--- src/rtl/aggregator_arb_pkg.sv ---
// Shared types and sizing helpers for the aggregator input arbiter.
// Imported by the picker and by the top-level arbiter.
package aggregator_arb_pkg;

  typedef enum logic {
    IDLE  = 1'b0,
    BURST = 1'b1
  } arb_state_t;

  // Counter width: one extra bit so FETCH_WIDTH-1 always fits.
  function automatic int cnt_width(input int fetch_width);
    return $clog2(fetch_width) + 1;
  endfunction

  // Requester index that follows `last` in circular order.
  function automatic int rr_next(input int last, input int offset, input int num_req);
    return (last + offset) % num_req;
  endfunction

endpackage

--- src/rtl/rr_priority_picker.sv ---
// Combinational round-robin picker: the first set request scanning from
// last_grant+1 around to last_grant itself wins.
module rr_priority_picker
  import aggregator_arb_pkg::*;
#(
  parameter int NUM_REQ  = 4,
  parameter int ID_WIDTH = 2
) (
  input  logic [NUM_REQ-1:0]  req,
  input  logic [ID_WIDTH-1:0] last_grant,
  output logic                any_req,
  output logic [ID_WIDTH-1:0] winner
);

  logic [ID_WIDTH-1:0] cand;
  logic                found;

  always_comb begin
    any_req = |req;
    winner  = '0;
    found   = 1'b0;
    cand    = '0;
    // The last granted requester is scanned last, so it only wins again alone.
    for (int k = 1; k <= NUM_REQ; k++) begin
      cand = ID_WIDTH'(rr_next(int'(last_grant), k, NUM_REQ));
      if (!found && req[cand]) begin
        winner = cand;
        found  = 1'b1;
      end
    end
  end

endmodule

--- src/rtl/aggregator_input_arbiter.sv ---
// Shares one aggregator among NUM_REQ sender FIFOs, granting one sender at a
// time for exactly FETCH_WIDTH words so each aggregated group has one source.
module aggregator_input_arbiter
  import aggregator_arb_pkg::*;
#(
  parameter int DATA_WIDTH  = 16,
  parameter int FETCH_WIDTH = 4,
  parameter int NUM_REQ     = 4,
  parameter int ID_WIDTH    = 2
) (
  input  logic                          clk,
  input  logic                          rst_n,
  input  logic [NUM_REQ*DATA_WIDTH-1:0] sender_data,
  input  logic [NUM_REQ-1:0]            sender_empty_n,
  output logic [NUM_REQ-1:0]            sender_deq,
  output logic [DATA_WIDTH-1:0]         agg_data,
  output logic                          agg_empty_n,
  input  logic                          agg_deq,
  output logic                          grant_valid,
  output logic [ID_WIDTH-1:0]           grant_id,
  output logic                          group_done,
  output logic [ID_WIDTH-1:0]           group_id
);

  localparam int                  CNT_WIDTH = cnt_width(FETCH_WIDTH);
  localparam logic [CNT_WIDTH-1:0] LAST_BEAT = CNT_WIDTH'(FETCH_WIDTH - 1);
  localparam logic [ID_WIDTH-1:0]  LAST_ID   = ID_WIDTH'(NUM_REQ - 1);

  arb_state_t           state_reg;
  logic [CNT_WIDTH-1:0] count_reg;
  logic [ID_WIDTH-1:0]  last_grant_reg;

  logic                  any_req;
  logic [ID_WIDTH-1:0]   winner;
  logic                  take;
  logic [DATA_WIDTH-1:0] data_arr [NUM_REQ];

  rr_priority_picker #(
    .NUM_REQ  (NUM_REQ),
    .ID_WIDTH (ID_WIDTH)
  ) u_picker (
    .req        (sender_empty_n),
    .last_grant (last_grant_reg),
    .any_req    (any_req),
    .winner     (winner)
  );

  // Only the granted FIFO is visible downstream, and only while bursting.
  assign agg_empty_n = (state_reg == BURST) && sender_empty_n[grant_id];
  assign take        = agg_empty_n && agg_deq;
  assign agg_data    = data_arr[grant_id];

  genvar gi;
  generate
    for (gi = 0; gi < NUM_REQ; gi++) begin : g_req
      assign data_arr[gi]   = sender_data[gi*DATA_WIDTH +: DATA_WIDTH];
      assign sender_deq[gi] = take && (grant_id == ID_WIDTH'(gi));
    end
  endgenerate

  always_ff @(posedge clk or negedge rst_n) begin
    if (!rst_n) begin
      state_reg      <= IDLE;
      count_reg      <= '0;
      last_grant_reg <= LAST_ID;
      grant_id       <= '0;
      grant_valid    <= 1'b0;
      group_done     <= 1'b0;
      group_id       <= '0;
    end else begin
      group_done <= 1'b0;
      if (state_reg == IDLE) begin
        if (any_req) begin
          state_reg   <= BURST;
          grant_id    <= winner;
          grant_valid <= 1'b1;
          count_reg   <= '0;
        end
      end else if (take) begin
        // Grant is held through empty cycles; only the final word releases it.
        if (count_reg == LAST_BEAT) begin
          state_reg      <= IDLE;
          grant_valid    <= 1'b0;
          last_grant_reg <= grant_id;
          count_reg      <= '0;
          group_done     <= 1'b1;
          group_id       <= grant_id;
        end else begin
          count_reg <= count_reg + 1'b1;
        end
      end
    end
  end

endmodule

--- config.mk ---
export PLATFORM = sky130hd
export DESIGN_NAME = aggregator_input_arbiter
export DESIGN_NICKNAME = d
export VERILOG_FILES = /design/src/rtl/aggregator_arb_pkg.sv /design/src/rtl/rr_priority_picker.sv /design/src/rtl/aggregator_input_arbiter.sv
export SDC_FILE = /design/constraint.sdc
export NUM_CORES = 1
export LEC_CHECK = 0
export BUFFER_PORTS_ARGS = -buffer_cell sky130_fd_sc_hd__buf_2
export CORE_MARGIN = 2
export CORE_UTILIZATION = 37
export DETAILED_ROUTE_END_ITERATION = 12
export GPL_TIMING_DRIVEN = 0
export HOLD_SLACK_MARGIN = 0.15
export PLACE_DENSITY_LB_ADDON = 0.05
export SYNTH_ARGS = -nofsm -noshare
export SYNTH_HDL_FRONTEND = slang
export SYNTH_SLANG_ARGS = --single-unit
--- constraint.sdc ---
create_clock -name clk -period 1.81 [get_ports clk]
set_input_delay 0.2715 -clock clk [delete_from_list [all_inputs] [get_ports clk]]
set_output_delay 0.2715 -clock clk [all_outputs]
set_load 0.05 [all_outputs]
* Word level (Yosys, flattened, before mapping)
Cells that the tools add are included.
** Cells by class
- Eq/ne operators :: 6
- Add/sub/neg operators :: 5
- Bitwise gates (word level) :: 2
- Reductions and logical operators :: 19
- $lt $le $gt $ge :: 6
- Mux-type cells :: 35
** Operators by type and width (number)
- $bmux 16 s2 :: 1
- $mux 16 :: 2
- $mux 1 :: 19
- $lt 2x3->1 const B :: 5
- $mux 3 :: 4
- $bmux 1 s2 :: 5
- $logic_and 1x1->1 :: 9
- $mux 2 :: 4
- $reduce_and 3->1 :: 2
- $add 2x1->2 const B :: 2
- $add 2x2->2 const B :: 2
- $eq 2x2->1 const B :: 2
- $ne 2x1->1 const B :: 2
- $reduce_and 2->1 :: 2
- $reduce_or 4->1 :: 1
- $add 3x1->3 const B :: 1
- $eq 3x2->1 const B :: 1
- $ge 3x3->1 const B :: 1
- $logic_not 1->1 :: 3
- $not 2->3 :: 1
- $eq 2x1->1 const B :: 1
- $logic_not 2->1 :: 1
- $reduce_bool 2->1 :: 1
- $not 1->1 :: 1
** Word-level totals
- Output and inout port bits :: 27
- Bits of input ports :: 71
- Register bits after elaboration :: 12
- Word-level logic and storage cells :: 80

* Logic depth before layout (Yosys ltp)
Gate-level depths: netlist (run 1).
- Depth in word-level cells :: 13
- Gate-level depth with buffers :: 5
- Depth with buffers taken out :: 5

* By module
From an unflattened synthesis (run 1), not the netlist that was laid out.
** Second synthesis, totals
- Cells, all modules :: 83
- Area total of the unflattened synthesis :: 1038.5 µm²
** Modules (own cells, without submodules)
- aggregator_input_arbiter :: times used 1, area an instance 957.2 µm², cells an instance 69
- rr_priority_picker :: times used 1, area an instance 81.3 µm², cells an instance 14

* Worst setup path after synthesis (run 1)
No wires, ideal clock.
- Path kind :: reg2out
- Start point :: reg grant_id[1]
- End point :: out agg_empty_n
- Cell stages (with the launch flop) :: 5
- Data required time :: 1539 ps
- Path buffers :: 1
- Setup slack :: -757 ps
- Arrival :: 2295 ps
- Cell sequence :: dfrtp_1 buf_6 mux2i_2 nor2b_1 a211oi_1
** On the way
- Cells in the longest elaborated chain, start to end :: 3
** RTL lines
- start: declaration :: RTL line aggregator_input_arbiter.sv:20 : output logic [ID_WIDTH-1:0] grant_id,
- start signal: assignment :: RTL line aggregator_input_arbiter.sv:75 : grant_id <= winner;
- $bmux 1 s2 :: RTL line aggregator_input_arbiter.sv:49 : assign agg_empty_n = (state_reg == BURST) && sender_empty_n[grant_id];
- $mux 1 (implied by the code) :: RTL line aggregator_input_arbiter.sv:49
- $logic_and 1x1->1 :: RTL line aggregator_input_arbiter.sv:49
- end: declaration :: RTL line aggregator_input_arbiter.sv:17 : output logic agg_empty_n,
Every way passes these cells. The select of a mux whose other input is x is not followed.

* Worst setup path after layout (run 1)
- Start point :: reg grant_id[0]
- End point :: out agg_data[0]
** On the way
- Cells in the longest elaborated chain, start to end :: 4
** RTL lines
- $not 2->3 (implied by the code) :: RTL line aggregator_input_arbiter.sv:51 : assign agg_data = data_arr[grant_id];
- $bmux 16 s2 :: RTL line aggregator_input_arbiter.sv:51
- $mux 16 (implied by the code) (2 in a row) :: RTL line aggregator_input_arbiter.sv:51
- end: declaration :: RTL line aggregator_input_arbiter.sv:16 : output logic [DATA_WIDTH-1:0] agg_data,
Every way passes these cells. The select of a mux whose other input is x is not followed.

==> results of run 1 <==
==> per-stage QoR <==
stage                util  hold WS, ns  worst slack, ns  instances
floorplan               -      -0.0241          -0.0455         82
global placement    0.598        0.161           0.0468        210
detailed placement  0.598        0.163          -0.0429        210
CTS                 0.679        0.341          -0.0632        218
global route        0.686        0.358           -0.105        219
finish              0.686        0.337          -0.0408        219
==> worst paths after layout <==
kind,end,slack (ns)
max in group asynchronous,last_grant_reg[0],1.14
worst max register to register,group_id[0],0.09
worst max-delay path,agg_data[0],-0.04
min in group asynchronous,count_reg[0],0.38
worst min-delay path,grant_id[1],0.34
worst min register to register,grant_valid,0.50
==> layer usage <==
| metal | vias to the layer above | routed length [microns] | share of wire | global-route usage |
|---|---|---|---|---|
| met3 | 6 | 264 | 0.078 | 0.0680 |
| met4 | 0 | 40 | 0.012 | 0.0664 |
| li1 | 544 | - | - | - |
| met5 | - | 0 | 0 | 0 |
| met1 | 568 | 1210 | 0.36 | 0.240 |
| met2 | 58 | 1880 | 0.55 | 0.394 |
==> placed cells by master (no fill, tap or decap), types with 2 or more instances in the layout <==
cell type  count
mux2_4         4
buf_6         19
dfrtp_1        8
o21ai_0        3
nor2_1         5
buf_4          5
clkbuf_4       5
dfstp_2        2
inv_1          5
dfrtp_2        2
buf_2         78
mux4_2        16
buf_12         2
nand2_1        4
a21oi_1        2
nor3b_4        2
==> repair_timing <==
action,4_1_cts,5_1_grt
endpoints found under the hold margin,12,0
pin swaps,1,0
hold buffers,1,0
resized for setup,47,4
endpoints found under the setup margin,20,21
buffers inserted,4,1
==> kinds of logic (layout without fill, tap and decap cells) <==
group           Yosys count  in the layout  share of synthesized area
fa+ha+maj                 1              1                     0.0119
buf+inv                  10            116                     0.0454
compound gates           13             13                     0.0968
flops                    12             12                      0.289
simple gates             23             23                      0.123
mux                      23             23                      0.434
==> report_power, final <==
group	internal, mW	leakage (nW)	switching (mW)
logic	1.18	0.789	1.60
registers	0.389	0.139	0.114
clock network	0.122	0.0210	0.0963
==> critical path, delay by kind of cell (launching register included) <==
family,cells,cell delay [ns]
buffers and inverters,2,0.34
flip-flops,1,0.44
multiplexers,1,0.52
==> area by class of cell <==
| type | instances | area (sq um) | area share |
|---|---|---|---|
| multi-input cells | 60 | 768 | 0.410 |
| repair buffers | 103 | 652 | 0.348 |
| flip-flops and latches | 12 | 305 | 0.163 |
| plain buffers | 4 | 55.1 | 0.0294 |
| well taps | 31 | 38.8 | 0.0207 |
| clock buffers | 4 | 36.3 | 0.0194 |
| inverters | 5 | 18.8 | 0.0100 |
==> results by group, run 1 <==
Run status
  • Status: complete, but fails checks
  • Failing checks: setup timing

Routing
  • Drc violations: 0
  • Initial drt markers: 29
  • Total Wirelength: roughly 3.4 mm
  • ANT nets after route: 0
  • Wire length per cell: about 15 microns
  • Vias per cell: ~5.4
  • Detailed-route via count: about 1200
  • DRT Pass-1 Iters: 4

Critical path
  • CP startpoint: grant_id[0]
  • Crit path cell chain: buf_12 > mux4_2 > buf_6
  • CP startpoint kind: flop
  • WP data required: ~1.5 ns
  • Max stage delay on crit path: 0.52 ns
  • Reg-to-reg startpoint: grant_id[1]
  • Setup Crit Path Kind: flop to output pin
  • Slowest cell on crit path: mux4_2
  • Worst setup EP type: output pin
  • Critical path data arrival time: between 1.5 and 2 ns
  • FF-to-FF path depth: 4
  • Worst-path maximum fanout: 10

Clock tree
  • Clock slew at reported path FFs: about 0.08 ns
  • Clock sink count: 12
  • CTS tree: yes
  • CTS Buffer Depth: 2
  • Clock latency on the worst-skew pair: between 0.2 and 0.3 ns
  • Total CTS buffers: 3
  • Clk root buf: clkbuf_4
  • H-tree depth: 1

Floorplan
  • Die footprint: roughly 0.0033 sq mm
  • Row cnt: 19
  • Starting density of the core: 0.383
  • Top Ports: 98
  • Die Wd: between 50 and 60 microns
  • Core Area: roughly 0.0027 sq mm
  • Die Y: 57.2 microns

Global route
  • Global-route wire length before repair: between 5 and 6 mm
  • Initial antenna violation count: 0
  • Gr usage total: 0.216
  • Largest net degree at the start of global routing: 13
  • GR Overflow Total: 0
  • Vias in the first global route: 1253

Synth
  • Yosys Warn Count: 0
  • Post-synthesis sequential area ratio: 0.289
  • FFs w/ async S/R, synth: 1.00
  • Synth cell types: 34
  • Synth cell count leaders: 16 x mux4_2, 10 x dfrtp_1, 5 x inv_1, 5 x nor2_1
  • Gate Count Post-Synth: 82
  • Post-synth EDFFs: 0
  • Post-synth net total: about 150
  • Seq cells post-synth: 12
  • Main flop type after synthesis: dfrtp_1
  • Post-synthesis cell area: 0.00105 sq mm
  • Most frequent cell after synthesis: mux4_2
  • Largest cells by area after synthesis: mux4_2 34%, dfrtp_1 24%, mux2_4 5.7%, dfstp_2 5.0%, mux2i_1 1.9%
  • Most area-hungry cell type in the Yosys netlist: mux4_2
  • Syn Area/Cell: roughly 13 sq um
  • Area share of the largest cell type after synthesis: 0.344

Layout
  • Nets@finish: around 260
  • Area Overhead vs Synth: 79.0%
  • Number of flip-flops in the largest register: 3
  • Final Instance Area: 0.00187 sq mm
  • Share of cells above drive strength 1: 0.771
  • Inserted Diodes: 0
  • Fillers: about 240

Timing
  • Fmax achieved: about 540 MHz
  • Minimum clock period: around 1.9 ns
  • Relative slew slack: 0.592
  • Final Setup Violations: 13
  • Final TNS setup: -0.344 ns
  • Final Hold Viols: 0
  • Final Skew: around 0.0091 ns
  • RSZ-0062 raised after global routing: yes
  • Final worst slack: -0.0408 ns
  • Least-Margin Pin Slew: 0.606 ns
  • Final worst-path cycle share: 1.02
  • Fin. max-slew vios: 0

Pwr
  • Power Density: about 1900 mW/mm^2
  • Overall power consumption: 3.51 mW
  • Maximum vdd drop: ~1.4 mV
  • Lkg Pwr: roughly 0.95 nW

Placed design
  • Placed cell areas: between 0.0015 and 0.002 sq mm
  • Final Wtd Congestion: just under 0.8
  • IO Port Bufs: 97
  • Post-detail-place hpwl: roughly 2.8 mm

Min path
  • Min-delay src: sender_empty_n[3]
  • Hold Path Class: input port to flop
  • Hold Crit Depth: 3

Job
  • Max cap viols: 0
(Power assumes the default switching activity.)
==> inputs of run 2 (changes only) <==
Settings changed: CELL_PAD_IN_SITES_DETAIL_PLACEMENT set to 0, CELL_PAD_IN_SITES_GLOBAL_PLACEMENT set to 1, CORE_UTILIZATION 37 to 25.
==> results by group, run 2 (synthesis gave the netlist of run 1 again) <==
Run status
  • Status: complete, but fails checks
  • Failing checks: setup timing

Pwr
  • Power Density: 1870 mW/mm^2 (about the same)
  • Maximum vdd drop: 0.759 mV (-47%)
  • Lkg Pwr: 0.957 nW (+0.85%)

Critical path
  • Reg-to-reg startpoint: grant_id[1]
  • End of the worst register-to-register path: group_id[0]
  • WP data required: 1.54 ns (about the same)
  • Worst-path maximum fanout: 10 (unchanged)
  • Worst setup EP type: output pin
  • Reg-to-reg slack, setup: 0.09 ns (about the same)
  • Setup Crit Path Kind: flop to output pin
  • CP startpoint kind: flop
  • FF-to-FF path depth: 4 (unchanged)
  • Critical path data arrival time: 1.54 ns (-0.04 ns)

Routing
  • ANT nets after route: 0 (unchanged)
  • Initial drt markers: 19 (-34%)
  • DRT Pass-1 Iters: 2 (-2)
  • Drc violations: 0 (unchanged)
  • Detailed-route via count: 1143 (-2.8%)
  • Wire length per cell: 15.2 microns (-1.9%)
  • Total Wirelength: 3.62 mm (+6.6%)
  • Vias per cell: 4.80 (-11%)

Placed design
  • Worst slack, placed: -0.0114 ns (+0.0314 ns)
  • Post-detail-place hpwl: 2.95 mm (+6.1%)
  • Final Wtd Congestion: 0.722 (-6.3%)
  • IO Port Bufs: 97 (unchanged)

Layout
  • Inserted Diodes: 0 (unchanged)
  • Footprint of the multi-input gates: 773 sq um (+0.65%)
  • Number of flip-flops in the largest register: 3 (unchanged)
  • Share of cells above drive strength 1: 0.777 (+0.00532)
  • Final Util: 0.475 (-0.211)
  • Most frequent cells in the layout: 79 x buf_2, 17 x buf_6, 16 x mux4_2
  • Area Overhead vs Synth: 82.6%
  • Fillers: 395 (+68%)
  • Reg area: 305 sq um (unchanged)
  • Nets@finish: 261 (unchanged)
  • Commonest non-fill, non-tap cell in the layout: buf_2

Timing
  • Fin. max-slew vios: 0 (unchanged)
  • RSZ-0062 raised after global routing: yes
  • Least-Margin Pin Slew: 0.586 ns (-0.0196 ns)
  • Fmax achieved: 551 MHz (+2.0%)
  • Final TNS setup: -0.00470 ns (+0.339 ns)
  • Minimum clock period: 1.81 ns (-0.0370 ns)
  • Relative slew slack: 0.606 (+0.0132)
  • Final Skew: 0.00369 ns (-0.00540 ns)
  • Final Hold Viols: 0 (unchanged)
  • Final worst slack: -0.00375 ns (+0.0370 ns)
  • Final Setup Violations: 2 (-11)
  • Final worst-path cycle share: 1.00 (-0.0204)

Min path
  • Hold Path Class: input port to flop
  • Sink of the worst hold path: grant_id[1]
  • Hold Crit Depth: 3 (unchanged)
  • Min-delay src: sender_empty_n[3]

Floorplan
  • Starting density of the core: 0.260 (-0.123)
  • Core Area: 0.00403 sq mm (+47%)
  • Die footprint: 0.00472 sq mm (+44%)
  • Die Wd: 68.7 microns (+20%)
  • Die Y: 68.7 microns (+20%)
  • Row cnt: 23 (+4)
  • Top Ports: 98 (unchanged)

Global route
  • Gr usage total: 0.134 (-0.0826)
  • Initial antenna violation count: 0 (unchanged)
  • Global-route wire length before repair: 4.74 mm (-13%)
  • GR Overflow Total: 0 (unchanged)
  • Vias in the first global route: 1061 (-15%)
  • Largest net degree at the start of global routing: 13 (unchanged)

Clock tree
  • Clock sink count: 12 (unchanged)
  • H-tree depth: 1 (unchanged)
  • Clock slew at reported path FFs: 0.05 ns (-0.03 ns)
  • CTS Buffer Depth: 2 (unchanged)
  • Clk root buf: clkbuf_8
  • CTS tree: yes
  • Clock latency on the worst-skew pair: 0.24 ns (-0.04 ns)
  • Total CTS buffers: 3 (unchanged)

Job
  • Max cap viols: 0 (unchanged)
[run 2: changes by cell type in the layout (fill, tap and decap cells not counted), sizes merged]
| cell | change |
|---|---|
| buf | +1 |
| clkbuf | -1 |
[run 2: worst max path at each step]
| stage | start | to | slack [ns] | cells past startpoint |
|---|---|---|---|---|
| detailed placement | grant_id[1] | agg_data[0] | -0.01 | 4 |
| CTS | grant_id[0] | agg_data[15] | -0.05 | 3 |
| floorplan | grant_id[1] | agg_empty_n | -0.05 | 4 |
| finish | grant_id[0] | agg_data[15] | -0.004 | 3 |
| global placement | grant_id[1] | agg_data[0] | 0.02 | 4 |
| global route | grant_id[0] | agg_data[2] | -0.07 | 3 |
[run 2: layer usage]
layer,share of wire,wire [microns],global-route usage
met1,0.37,1330,0.165
met2,0.53,1940,0.236
met3,0.084,304,0.0227
met4,0.012,44,0.0441
met5,0,0,0
[run 2: worst max-delay path, stage by stage, from the launching register on]
cell     delay (ns)
dfrtp_2        0.44
buf_12         0.17
mux4_2         0.51
buf_6          0.17
[run 2: what timing repair did]
item                                   4_1_cts  5_1_grt
endpoints found under the hold margin       10        0
gates resized for setup                     27       24
buffers inserted                             2        3
hold buffers                                 1        0
cloned                                       0        0
setup endpoints to repair                   19       20
[run 2: cell type report]
cell class                 count  share of cell area
multi-input combinational     60               0.404
timing repair buffer         103               0.337
sequential                    12               0.160
tap                           50              0.0327
clock buffer                   4              0.0288
buffer                         4              0.0275
inverter                       5             0.00982
[run 2: report_power, final]
group	leakage (nW)	switching [mW]	internal, mW	total (mW)
Combinational	0.789	1.60	1.18	2.78
Sequential	0.139	0.117	0.391	0.508
Clock	0.0288	0.0993	0.192	0.291
Total	0.957	1.81	1.76	3.58
[run 2: metrics by stage]
step | power [mW] | hold WS, ns | cell area, sq um | instances
after global placement | 2.85 | 0.156 | 1660 | 229
after global routing | 3.79 | 0.415 | 1910 | 238
after floorplan | 2.39 | -0.0241 | 1110 | 82
after detailed placement | 2.87 | 0.165 | 1660 | 229
final | 3.58 | 0.381 | 1910 | 238
after CTS | 3.39 | 0.379 | 1810 | 235
